## src/rtl/gshare_pkg.sv

```systemverilog
// gshare_pkg: shared constants, pending-entry type, FSM states and counter helpers for the gshare predictor
package gshare_pkg;
  localparam logic [6:0] OPC_BRANCH = 7'b1100011;
  localparam int IDX_MAX_W = 16;
  localparam int CTR_MAX_W = 8;
  localparam logic ST_INIT = 1'b0;
  localparam logic ST_RUN = 1'b1;
  typedef struct packed {
    logic [IDX_MAX_W-1:0] idx;
    logic taken;
  } pend_entry_t;
  // Weakly not-taken: one below the taken threshold.
  function automatic logic [CTR_MAX_W-1:0] ctr_init(input int w);
    return CTR_MAX_W'((1 << (w - 1)) - 1);
  endfunction
  // Saturating up/down step; never wraps at either end.
  function automatic logic [CTR_MAX_W-1:0] ctr_sat_update(input logic [CTR_MAX_W-1:0] c, input logic t, input int w);
    logic [CTR_MAX_W-1:0] mx;
    mx = CTR_MAX_W'((1 << w) - 1);
    return t ? ((c == mx) ? c : c + CTR_MAX_W'(1)) : ((c == '0) ? c : c - CTR_MAX_W'(1));
  endfunction
endpackage

```

## src/rtl/gshare_pend_fifo.sv

```systemverilog
// gshare_pend_fifo: in-order queue of in-flight branches; flush clears it before a same-cycle push lands
module gshare_pend_fifo
  import gshare_pkg::*;
#(
  parameter int DEPTH = 4
) (
  input  logic                   clk,
  input  logic                   reset,
  input  logic                   push,
  input  logic                   pop,
  input  logic                   flush,
  input  pend_entry_t            din,
  output pend_entry_t            dout,
  output logic                   full,
  output logic                   empty,
  output logic [$clog2(DEPTH):0] count
);
  localparam int PW = $clog2(DEPTH);
  localparam logic [PW:0] FULL_CNT = (PW + 1)'(DEPTH);
  pend_entry_t mem [DEPTH];
  logic [PW-1:0] rd, wr;
  assign dout = mem[rd];
  assign full = count == FULL_CNT;
  assign empty = count == '0;
  // Pointer/count bookkeeping; on flush the read pointer jumps to the write pointer so only this cycle's push remains.
  always_ff @(posedge clk)
    if (reset) begin
      rd <= '0;
      wr <= '0;
      count <= '0;
    end else if (flush) begin
      rd <= wr;
      wr <= wr + PW'(push);
      count <= (PW + 1)'(push);
    end else begin
      rd <= rd + PW'(pop);
      wr <= wr + PW'(push);
      count <= count + (PW + 1)'(push) - (PW + 1)'(pop);
    end
  // Entry storage needs no reset; occupancy is tracked by the pointers.
  always_ff @(posedge clk)
    if (push) mem[wr] <= din;
endmodule

```

## src/rtl/gshare_predictor_param.sv

```systemverilog
// gshare_predictor_param: gshare branch predictor with sweep-initialised counter table and in-order pending queue
// Optional GSHARE_PERF_CNT_EN adds saturating resolved-branch and mispredict counters.
module gshare_predictor_param
  import gshare_pkg::*;
#(
  parameter int ENTRIES = 32,
  parameter int GHR_W = 5,
  parameter int CTR_W = 2,
  parameter int PEND_DEPTH = 4,
  parameter int IDX_W = $clog2(ENTRIES)
) (
  input  logic             i_clk,
  input  logic             i_reset,
  input  logic             i_pred_valid,
  output logic             o_pred_ready,
  input  logic [31:0]      i_pc,
  input  logic [31:0]      i_instr,
  output logic             o_pred_out_vld,
  output logic             o_pred_br,
  output logic             o_pred_taken,
  output logic [IDX_W-1:0] o_pred_idx,
  input  logic             i_res_valid,
  input  logic             i_res_taken,
  input  logic             i_flush,
  output logic             o_mispredict,
  output logic             o_res_err
`ifdef GSHARE_PERF_CNT_EN
  ,
  output logic [31:0]      o_perf_branches,
  output logic [31:0]      o_perf_mispred
`endif
);
  localparam logic [CTR_MAX_W-1:0] INIT_FULL = ctr_init(CTR_W);
  localparam logic [CTR_W-1:0] INIT_VAL = INIT_FULL[CTR_W-1:0];
  localparam logic [IDX_W-1:0] LAST_IDX = IDX_W'(ENTRIES - 1);
  logic state;
  logic [IDX_W-1:0] sweep;
  logic [GHR_W-1:0] ghr, ghr_n;
  logic [CTR_W-1:0] tbl [ENTRIES];
  logic is_br, acc, push, res_ok, res_err, pred_t, mis;
  logic [IDX_W-1:0] idx, hidx;
  logic [CTR_MAX_W-1:0] upd;
  pend_entry_t head, din;
  logic full, empty;
  logic [$clog2(PEND_DEPTH):0] count;
  logic unused_ok;
  assign is_br = i_instr[6:0] == OPC_BRANCH;
  assign o_pred_ready = (state == ST_RUN) && !full;
  assign acc = i_pred_valid && o_pred_ready;
  assign push = acc && is_br;
  assign res_ok = (state == ST_RUN) && i_res_valid && !empty;
  assign res_err = (state == ST_RUN) && i_res_valid && empty;
  assign hidx = head.idx[IDX_W-1:0];
  assign mis = head.taken != i_res_taken;
  assign unused_ok = ^{i_pc[31:IDX_W+2], i_pc[1:0], i_instr[31:7], head.idx[IDX_MAX_W-1:IDX_W], upd[CTR_MAX_W-1:CTR_W], count};
  // History seen by this cycle's lookup already includes this cycle's resolve; the counter value does not.
  always_comb begin
    ghr_n = res_ok ? GHR_W'({ghr, i_res_taken}) : ghr;
    idx = IDX_W'(ghr_n) ^ i_pc[IDX_W+1:2];
    pred_t = tbl[idx][CTR_W-1];
    upd = ctr_sat_update(CTR_MAX_W'(tbl[hidx]), i_res_taken, CTR_W);
    din = '{idx: IDX_MAX_W'(idx), taken: pred_t};
  end
  // INIT sweeps one entry per cycle then hands over to RUN; GHR shifts in each resolved outcome.
  always_ff @(posedge i_clk)
    if (i_reset) begin
      state <= ST_INIT;
      sweep <= '0;
      ghr <= '0;
    end else begin
      if (state == ST_INIT) begin
        sweep <= sweep + IDX_W'(1);
        if (sweep == LAST_IDX) state <= ST_RUN;
      end
      ghr <= ghr_n;
    end
  // Counter table: initialised by the sweep, trained by resolves of the queue head.
  always_ff @(posedge i_clk)
    if (state == ST_INIT) tbl[sweep] <= INIT_VAL;
    else if (res_ok) tbl[hidx] <= upd[CTR_W-1:0];
  // Registered prediction and resolve responses; everything idles at zero.
  always_ff @(posedge i_clk)
    if (i_reset) begin
      o_pred_out_vld <= 1'b0;
      o_pred_br <= 1'b0;
      o_pred_taken <= 1'b0;
      o_pred_idx <= '0;
      o_mispredict <= 1'b0;
      o_res_err <= 1'b0;
    end else begin
      o_pred_out_vld <= acc;
      o_pred_br <= push;
      o_pred_taken <= push && pred_t;
      o_pred_idx <= push ? idx : '0;
      o_mispredict <= res_ok && mis;
      o_res_err <= res_err;
    end
`ifdef GSHARE_PERF_CNT_EN
  // Saturating event counters; flush leaves them alone.
  always_ff @(posedge i_clk)
    if (i_reset) begin
      o_perf_branches <= '0;
      o_perf_mispred <= '0;
    end else begin
      if (res_ok && o_perf_branches != '1) o_perf_branches <= o_perf_branches + 32'd1;
      if (res_ok && mis && o_perf_mispred != '1) o_perf_mispred <= o_perf_mispred + 32'd1;
    end
`endif
  gshare_pend_fifo #(.DEPTH(PEND_DEPTH)) u_pend (
    .clk(i_clk),
    .reset(i_reset),
    .push(push),
    .pop(res_ok),
    .flush(i_flush),
    .din(din),
    .dout(head),
    .full(full),
    .empty(empty),
    .count(count)
  );
endmodule
```

## config.mk

```make
export PLATFORM = sky130hd
export DESIGN_NAME = gshare_predictor_param
export DESIGN_NICKNAME = d
export VERILOG_FILES = /design/src/rtl/gshare_pkg.sv /design/src/rtl/gshare_pend_fifo.sv /design/src/rtl/gshare_predictor_param.sv
export SDC_FILE = /design/constraint.sdc
export NUM_CORES = 1
export LEC_CHECK = 0
export BUFFER_PORTS_ARGS = -buffer_cell sky130_fd_sc_hd__buf_4
export CAP_MARGIN = 20
export CORE_ASPECT_RATIO = 1.5
export CORE_MARGIN = 3
export CORE_UTILIZATION = 45
export DETAILED_ROUTE_END_ITERATION = 8
export PLACE_DENSITY = 0.75
export SETUP_SLACK_MARGIN = 0.4
export SYNTH_ARGS = -nofsm -noshare
export SYNTH_HDL_FRONTEND = slang
export SYNTH_HIERARCHICAL = 1
export SYNTH_SLANG_ARGS = --single-unit
```

## constraint.sdc

```tcl
create_clock -name i_clk -period 4.45 [get_ports i_clk]
set_clock_uncertainty 0.2 [all_clocks]
set_input_delay 0.6675 -clock i_clk [delete_from_list [all_inputs] [get_ports i_clk]]
set_output_delay 0.6675 -clock i_clk [all_outputs]
set_load 0.05 [all_outputs]
```

==> flow_summary.yaml <==
outcome:
  outcome: "finished, final reports clean"
worst_setup_path:
  crit_chain: "mux4_1 -> mux4_1 -> mux4_2 -> mux2_4 -> maj3_2 -> nand2b_1 -> buf_4"
  worstPathRequired_ps: 4370
  slowest_stage: "mux4_1"
  r2r_cells: 7
  regToRegSetupSlack_ps: 680
  crit_type: "flop to flop"
  rr_endpoint: "tbl[27][0]"
  max_stage_delay_ps: 980
  cp_max_fo: 32
  critPathLaunchType: "flop"
  crit_arrival_ps: 3690
  crit_top_cell: "mux4_1"
  r2r_start: "u_pend/rd[0]"
  endpoint_kind: "flop"
  crit_start: "u_pend/rd[0]"
yosys:
  avgSynthCellArea_um2: 14.5
  syn-num-nets: 446
  ys_warn_count: 6
  synth_area_mm2: 0.00534
  netlist_instances: 369
placement:
  post_dp_cell_area_mm2: 0.00569
  dp.cells: 538
  dpl_worst_slack_ps: 644
  hpwl_um: 7680
  portBuffers: 28
  gp_congestion: 0.813
timing:
  rsz0062_at_grt: "false"
  maxSlewViolCount: 0
  fmax_mhz: 265
  hold_viol: 0
  setup_slack_ps: 683
  slew_headroom_pct: 25.5
  worst_pin_slew_ps: 1120
  post-route-period-util_pct: 84.7
  finalSetupTns_ps: 0
  setup_viol: 0
  period_needed_ps: 3770
cts:
  postCtsResizedCells: 0
  cts_root_buffer: "clkbuf_16"
  cts_buffers: 17
  htreeDepth: 4
  post-cts-setup-buffers: 0
  cts_tree: "yes"
  clk_pin_slew_ps: 50
  cts_hold_buffers: 0
  worstSkewPairLatency_ps: 410
  clockBufferDepth: 2
  clock-sinks: 116
power_and_ir_drop:
  finalPower_w: 0.00250
  leakagePower_nw: 2.44
  ir_worst_vdd_uv: 217
  p_per_area_mw_per_mm2: 402
final_layout:
  final_layout_size_suffix_gt1_share_pct: 18.9
  syn2layout_area_growth_pct: 16.5
  layoutNonFillerInstCount: 569
  final_nets: 484
  antenna_cells: 0
  n_fill_cell: 953
  final_cell_area_mm2: 0.00622
drt:
  totalWireLength_um: 10800
  wl_per_cell_um: 19.0
  ant_nets: 0
  via_per_inst: 5.54
  vias: 3152
  drc: 0
  drtIter0Drc: 226
  drt_pre_antenna_iters: 5
floorplan:
  dieArea_mm2: 0.0132
  num_io_pins: 81
  die_x_um: 95.0
  rows: 48
  start_util_pct: 46.3
  core_area_mm2: 0.0115
  die_h_um: 139
grt:
  grt_pass1_wl_um: 17900
  grt_max_degree: 33
  grt_util_all_layers_pct: 18.4
  grt_overflow: 0
  antenna_found_initial: 0
  use_met2_pct: 31.9
  grt_pass1_vias: 3411
  top_usage_layer: "met2"
  use_met3_pct: 3.08
  grtUsageMet1_pct: 20.5
hold_path:
  hold_end: "u_pend/count[1]"
  hp-start: "i_flush"
  whs_path_depth: 2
  hold_path_class: "input port to flop"
job:
  cap_viol_max_count: 0
-- power by group --
part	leakage, nW	total [W]	internal (W)	switching [W]
clock network	0.269	0.00123	0.000798	0.000433
registers	1.13	0.00117	0.00116	0.00000627
logic	1.04	0.000104	0.0000422	0.0000616
total	2.44	0.00250	0.00200	0.000500
-- how the worst max path moves through the flow --
stage / depth (start not counted) / slack (ps) / to
2_1_floorplan: 9 / 690 / tbl[0][0]
3_3_place_gp: 7 / 700 / tbl[29][0]
3_5_place_dp: 7 / 640 / tbl[23][0]
4_1_cts: 7 / 630 / tbl[7][0]
5_1_grt: 7 / 490 / tbl[20][0]
6_report: 7 / 680 / tbl[27][0]
-- cell type report --
| type | instances | area (um2) | share of cell area (%) |
|---|---|---|---|
| timing repair buffer | 36 | 270 | 4.34 |
| multi-input combinational | 223 | 1980 | 31.7 |
| sequential | 116 | 3200 | 51.5 |
| clock buffer | 24 | 482 | 7.74 |
| clock inverter | 7 | 57.6 | 0.925 |
| tap | 150 | 188 | 3.02 |
| inverter | 13 | 48.8 | 0.784 |
-- cells in the final DEF, fill, tap and decap left out, types with 2 or more instances in the layout --
cell	instances
nor2_1	56
a21oi_1	5
mux2_2	5
clkbuf_8	3
clkbuf_1	4
inv_1	10
a2111oi_0	3
clkinv_1	3
a211oi_1	5
mux2i_1	23
inv_2	2
nand3b_1	4
and3_1	5
nor3b_1	2
clkinv_2	4
nand2b_1	2
clkbuf_16	17
a22oi_1	2
mux4_1	20
buf_4	36
xor2_1	4
xnor2_1	6
nor2b_1	11
nor3_1	5
edfxtp_1	88
mux2_1	2
a32oi_1	3
ha_1	6
mux4_2	6
nand3_1	5
nand2_1	23
a31oi_1	2
dfxtp_1	28
-- per-layer routing --
metal / vias up / part of all wire [%]
met4: 0 / 3.1
met3: 27 / 3.5
li1: 1486 / -
met2: 81 / 56
met5: - / 0
met1: 1558 / 37
-- critical path: cells and delay by family (launching register included) --
family                     cells  cell delay (ps)
buffers and inverters          1              230
and+or+nand+nor                1              140
DFF                            1              420
muxes                          4             2200
adders and majority gates      1              280
-- sequential cells by signal (all words and copies together) (netlist names), 2 cells and up --
name / count
sweep: 5
o_pred_idx: 5
tbl: 64
u_pend/wr: 2
u_pend/count: 3
u_pend/mem: 24
u_pend/rd: 2
ghr: 5
-- per-stage QoR --
| step | utilization, % | hold slack [ps] |
|---|---|---|
| 4_1_cts | 54.0 | 265 |
| 6_report | 54.0 | 274 |
| 2_1_floorplan | - | 255 |
| 3_5_place_dp | 49.3 | 279 |
| 3_3_place_gp | 49.3 | 271 |
| 5_1_grt | 54.0 | 270 |
No activity file was read; power rests on OpenSTA's default activity.
